==> config.mk <==
export PLATFORM = sky130hd
export DESIGN_NAME = div_seq
export DESIGN_NICKNAME = d
export VERILOG_FILES = /design/src/rtl/div_seq.sv
export SDC_FILE = /design/constraint.sdc
export NUM_CORES = 1
export LEC_CHECK = 0
export CORE_MARGIN = 5
export CORE_UTILIZATION = 35
export DETAILED_ROUTE_END_ITERATION = 10
export PLACE_DENSITY = 0.5
export SLEW_MARGIN = 20
export SYNTH_ARGS = -nofsm -noshare
export SYNTH_HDL_FRONTEND = slang
export SYNTH_SLANG_ARGS = --single-unit
==> constraint.sdc <==
create_clock -name clk -period 3.15 [get_ports clk]
set_input_delay 0.315 -clock clk [delete_from_list [all_inputs] [get_ports clk]]
set_output_delay 0.315 -clock clk [all_outputs]
set_load 0.1 [all_outputs]
==> src/rtl/div_seq.sv <==
// div_seq: iterative 32-bit radix-2 restoring divider for DIV.W/MOD.W/DIV.WU/MOD.WU.
// One operation in flight. The result is held until it is taken. flush and reset abort any
// in-flight operation.
// Optional feature: define DIV_EARLY_OUT_EN to skip the iteration phase when |src1| < |src2|.
//
// Handshakes (valid/ready):
//   A request transfers on a clock edge where req_valid & req_ready are both high. req_op,
//   req_src1 and req_src2 are sampled on that edge. A response transfers on a clock edge where
//   resp_valid & resp_ready are both high. resp_valid and resp_result stay stable until then.
//   resp_valid never depends combinationally on any input.
module div_seq (
  input  logic        clk,
  input  logic        reset,
  input  logic        req_valid,
  output logic        req_ready,
  input  logic [3:0]  req_op,
  input  logic [31:0] req_src1,
  input  logic [31:0] req_src2,
  input  logic        flush,
  output logic        resp_valid,
  input  logic        resp_ready,
  output logic [31:0] resp_result,
  output logic        busy,
  output logic [2:0]  dbg_state
);

  typedef enum logic [2:0] {
    S_IDLE = 3'd0,
    S_PREP = 3'd1,
    S_ITER = 3'd2,
    S_FIX  = 3'd3,
    S_DONE = 3'd4
  } state_t;

  state_t      state_q, state_d;
  logic [3:0]  op_q;          // {div_w, mod_w, div_wu, mod_wu}
  logic [31:0] src1_q, src2_q;
  logic [31:0] dvs_q;         // divisor magnitude
  logic [31:0] quot_q;
  logic [63:0] rem_q;         // {partial remainder, remaining dividend bits}
  logic [4:0]  count_q;
  logic        neg_quot_q, neg_rem_q, special_q;

  logic        op_signed, op_div;
  logic [31:0] abs1, abs2;
  logic        div_zero, overflow, early_out, prep_skip;
  logic [32:0] trial_hi;
  logic [33:0] trial_diff;
  logic        trial_ok;
  logic [31:0] quot_fix, rem_fix;
  logic        unused_bits;

  assign op_signed = op_q[3] | op_q[2];
  assign op_div    = op_q[3] | op_q[1];
  assign abs1      = (op_signed && src1_q[31]) ? -src1_q : src1_q;
  assign abs2      = (op_signed && src2_q[31]) ? -src2_q : src2_q;
  assign div_zero  = (src2_q == 32'd0);
  assign overflow  = op_signed && (src1_q == 32'h8000_0000) && (src2_q == 32'hFFFF_FFFF);
`ifdef DIV_EARLY_OUT_EN
  assign early_out = !div_zero && (abs1 < abs2);
`else
  assign early_out = 1'b0;
`endif
  assign prep_skip = div_zero | overflow | early_out;

  // The shifted partial remainder can reach 33 bits, so the trial subtract is done at 34 bits.
  // When it succeeds the difference is below the divisor and fits back into 32 bits.
  assign trial_hi    = rem_q[63:31];
  assign trial_diff  = {1'b0, trial_hi} - {2'b00, dvs_q};
  assign trial_ok    = !trial_diff[33];
  assign unused_bits = trial_diff[32];

  // Special-case results are already final and bypass the sign fixup.
  assign quot_fix = (neg_quot_q && !special_q) ? -quot_q : quot_q;
  assign rem_fix  = (neg_rem_q && !special_q) ? -rem_q[63:32] : rem_q[63:32];

  // State register.
  always_ff @(posedge clk) begin
    if (reset) state_q <= S_IDLE;
    else       state_q <= state_d;
  end

  // Next-state logic and handshake-ready decode; flush overrides every transition.
  always_comb begin
    state_d   = state_q;
    req_ready = (state_q == S_IDLE) && !flush && !reset;
    busy      = (state_q != S_IDLE);
    dbg_state = state_q;
    case (state_q)
      S_IDLE: if (req_valid && req_ready) state_d = S_PREP;
      S_PREP: state_d = prep_skip ? S_FIX : S_ITER;
      S_ITER: if (count_q == 5'd31) state_d = S_FIX;
      S_FIX:  state_d = S_DONE;
      S_DONE: if (resp_ready) state_d = S_IDLE;
      default: state_d = S_IDLE;
    endcase
    if (flush) state_d = S_IDLE;
  end

  // Operand latch, iteration datapath and registered response.
  always_ff @(posedge clk) begin
    if (reset) begin
      op_q        <= 4'd0;
      src1_q      <= 32'd0;
      src2_q      <= 32'd0;
      dvs_q       <= 32'd0;
      quot_q      <= 32'd0;
      rem_q       <= 64'd0;
      count_q     <= 5'd0;
      neg_quot_q  <= 1'b0;
      neg_rem_q   <= 1'b0;
      special_q   <= 1'b0;
      resp_valid  <= 1'b0;
      resp_result <= 32'd0;
    end else begin
      case (state_q)
        S_IDLE: begin
          if (req_valid && req_ready) begin
            op_q   <= req_op;
            src1_q <= req_src1;
            src2_q <= req_src2;
          end
        end
        S_PREP: begin
          count_q    <= 5'd0;
          dvs_q      <= abs2;
          neg_quot_q <= op_signed && (src1_q[31] ^ src2_q[31]);
          neg_rem_q  <= op_signed && src1_q[31];
          special_q  <= div_zero | overflow;
          if (div_zero) begin
            quot_q <= 32'hFFFF_FFFF;
            rem_q  <= {src1_q, 32'd0};
          end else if (overflow) begin
            quot_q <= 32'h8000_0000;
            rem_q  <= 64'd0;
          end else if (early_out) begin
            quot_q <= 32'd0;
            rem_q  <= {abs1, 32'd0};
          end else begin
            quot_q <= 32'd0;
            rem_q  <= {32'd0, abs1};
          end
        end
        S_ITER: begin
          count_q <= count_q + 5'd1;
          quot_q  <= {quot_q[30:0], trial_ok};
          rem_q   <= trial_ok ? {trial_diff[31:0], rem_q[30:0], 1'b0}
                              : {trial_hi[31:0], rem_q[30:0], 1'b0};
        end
        S_FIX: begin
          resp_result <= op_div ? quot_fix : rem_fix;
          resp_valid  <= 1'b1;
        end
        S_DONE: begin
          if (resp_ready) resp_valid <= 1'b0;
        end
        default: ;
      endcase
      if (flush) resp_valid <= 1'b0;
    end
  end

endmodule

==> results.md <==
- RSZ-0062 raised after global routing: yes
- Share of layout cells above drive strength 1: around 10%
- Pwr/cell area: ~520 nW/µm²
- Top cell type's share of synthesized area: a little over a third
- Mux share of post-synthesis cell area: 0.307%
- Worst Tran Pin Value: between 0.9 and 1 ns
- Tcrit/Tclk final: a little over nine tenths
- CTS Root Cell: clkbuf_16
- Pin count of the biggest net entering global routing: 149
- Core Region: 37,800 µm²
- Compound-Gate Fraction of Synth Area: a little over a quarter
- Combinational family with the most area after synthesis: compound AO/OA/AOI/OAI gates
- Slowest CP cell: or4_4
- Setup TNS: 0 ns
- Synth Warn #: 0
- Initial Util: between 30 and 40%
- Antenna diodes: 0
- Nets: slightly below 2,000
- Post-route ant nets: 0
- Worst-Skew Late Latency: 0.58 ns
- Vias in the first global route: between 10,000 and 15,000
- Chip Width: between 200 and 250 µm
- Ys async rst share: 0%
- Vias per Instance: ~5.6
- Hold depth: 2
- Final Max Slew Viols: 0
- WP buf/inv: 0
- DR WL/cell: around 20 µm
- Total global routing overflow: 0
- Post-synth EDFFs: 0
- Cells after synthesis: 1,725
- Placed wire-length estimate: 34,100 µm
- H-tree depth: 1
- Total of max-cap violations: 0
- Largest area contributor in the netlist: dfxtp_1
- Pleak: 6.28 nW
- Critical path endpoint: resp_result[30]
- Clock Skew: between 0.015 and 0.02 ns
- Buffers on Ports: 109
- TritonCTS clock tree: done
- Delay of the slowest critical-path stage: 0.56 ns
- Reg2reg start: quot_q[18]
- Final hold viol count: 0
- CP max FO: 5
- Hold Crit Class: in2reg
- Post-synthesis simple-gate area fraction: between 15 and 20%
- FP Rows: 71
- #FFs+latches synth: around 240
- Synth Cell Area: 13,500 µm²
- Maximum buffer depth of the clock tree: 3
- DRT Pass-1 Iters: 7
- Vias: ~13,000
- Sink Count: between 200 and 250
- Final Critical Period: 2.96 ns
- Top post-synthesis cells by area: dfxtp_1, nand2_1, a21oi_1
- CP startpoint kind: register
- Initial antenna violation count: 0
- Cells along the critical path: or4_4, or4_4, or3_4, or4_4, a21oi_2, xor2_1, nor4_1, a311o_1
- Initial DRC count: about 1,100
- Worst R2R Path Depth: 8
- Setup slack, reg-to-reg: between 0.15 and 0.2 ns
- Gr usage total: between 20% and 30%
- Post-synthesis cell type count: 65
- Worst Path Required: between 3 and 4 ns
- CTS Buf Count: 29
- Routed WL: around 47,000 µm
- DIE AREA: between 40,000 and 50,000 µm²
- RePlAce Congestion: between 0.9 and 1
- Syn Nets: 1,838
- Ports: between 100 and 150
- Cell family with most CP delay: simple AND/OR/NAND/NOR gates
- Final WS setup: 0.191 ns
- Peak VDD IR: ~0.34 mV
- Final setup vio count: 0
- Die height: about 200 µm
- Status: finished, final reports clean
- Post-place setup slack: -0.0740 ns
- End of the worst register-to-register path: resp_result[30]
- Sequential fraction of the synthesis area: a little over a third
- Levels on crit path: 8
- Final core occ: between 40% and 50%
- Worst-path clk slew: approximately 0.06 ns
- Crit. End Element: register
- CTS Hold Bufs: 0
- # DRC: 0
- Main synth FF type: dfxtp_1
- Adder-cell share of the synthesized area: between 3 and 4%
- WS Path Type: reg2reg
- CP arrival: between 3 and 4 ns
- Synth-to-Final Area Change: 23.7%
- Top cell by count, worst path: or4_4
- Post-Syn Area per Cell: a little under 8 µm²
- Relative slew margins: around a third
- Fmax: 338 MHz
- First-pass GRT wire length: a little over 70,000 µm
- Post-synthesis xor/xnor area fraction: about 9%
- Worst setup path startpoint: quot_q[18]
[power by group]
group	internal [mW]	switching, mW	total, mW
Combinational	0.803	1.15	1.95
Clock	2.08	1.34	3.42
Sequential	3.11	0.0994	3.21
[Yosys cell counts, types with 4 or more instances]
cell        n
a211oi_1   37
a21o_1     17
a21oi_1   169
a221o_1    29
a221oi_1   30
a222oi_1   30
a22oi_1    39
a311oi_1    6
a31oi_1     7
and3_1      7
buf_1       8
buf_2       8
clkbuf_1  108
dfxtp_1   239
ha_1       39
inv_1      57
nand2_1   234
nand2b_1   10
nand3_1    15
nand4_1    12
nor2_1    219
nor2b_1     8
nor3_1     30
nor3b_1     6
nor4_1     19
o211ai_1   23
o21a_1     10
o21ai_0    48
o21bai_1    4
o22ai_1     4
o31ai_1    24
o41ai_1    13
or3_1      15
or4_1      11
xnor2_1    87
xor2_1     51
[routing by layer]
| layer | vias to the layer above | share of wire, % | global-route usage (%) | routed length [µm] |
|---|---|---|---|---|
| met1 | 6226 | 46 | 30.3 | 21600 |
| met5 | - | 0 | 0 | 0 |
| met3 | 71 | 6.1 | 3.19 | 2840 |
| met2 | 418 | 44 | 33.7 | 20700 |
| li1 | 6501 | - | - | - |
| met4 | 0 | 3.0 | 5.73 | 1390 |
[timing repair]
item                                    in CTS  in global routing
cloned                                       0                  0
pin swaps                                    0                  0
gates resized for setup                      1                  9
endpoints found under the setup margin      28                 23
setup buffers                                0                  0
[worst min-delay path by stage]
stage / from / end / slack [ns]
final: reset / count_q[4] / 0.1
after global routing: reset / count_q[4] / 0.10
after CTS: reset / count_q[4] / 0.07
after detailed placement: resp_result[14] / resp_result[14] / 0.45
after global placement: resp_result[12] / resp_result[12] / 0.44
after floorplan: flush / dbg_state[1] / 0.38
[kinds of logic (layout without fill, tap and decap cells)]
group           Yosys count  in the layout
compound gates          517            517
xor+xnor                138            138
fa+ha+maj                40             40
buf+inv                 181            324
flops                   239            239
mux                       4              4
simple gates            606            606
[sequential cells by signal, indices dropped and copies added, names as in the netlist]
signal,count
dvs_q,32
resp_valid,1
src2_q,32
neg_rem_q,1
dbg_state,3
src1_q,32
special_q,1
neg_quot_q,1
count_q,5
quot_q,32
resp_result,32
op_q,3
rem_q,64
[cells in the final DEF (no fill, tap or decap), drive strengths merged, types with 4 or more instances in the layout]
cell / n
dfxtp: 239
nand2: 234
nor2: 220
a21oi: 171
buf: 111
clkdlybuf4s50: 104
xnor2: 87
inv: 58
xor2: 51
o21ai: 50
clkbuf: 43
a22oi: 39
ha: 39
a211oi: 37
a221oi: 30
a222oi: 30
nor3: 30
a221o: 29
o31ai: 24
o211ai: 23
nor4: 19
a21o: 17
or3: 16
nand3: 15
or4: 14
o41ai: 13
nand4: 12
nand2b: 10
o21a: 10
nor2b: 8
and3: 7
a31oi: 7
nor3b: 7
a311oi: 6
clkinv: 5
o21bai: 4
o22ai: 4
[cell type report]
type	count	area, µm²
clock buffers	43	838
clock inverters	9	135
fillers	3924	21200
inverters	57	214
multi-input cells	1305	8080
flip-flops and latches	239	4790
well taps	511	639
repair buffers	215	1950
[per-stage QoR]
stage	hold slack, ns	cell area (µm²)	total power [mW]	std cells
3_3_place_gp	0.444	15600	5.15	2327
4_1_cts	0.0749	16600	8.62	2379
2_1_floorplan	0.385	13500	4.46	1725
5_1_grt	0.103	16700	8.98	2379
3_5_place_dp	0.447	15600	5.16	2327
6_report	0.0953	16700	8.58	2379
Power figures use the tool's default switching activity.
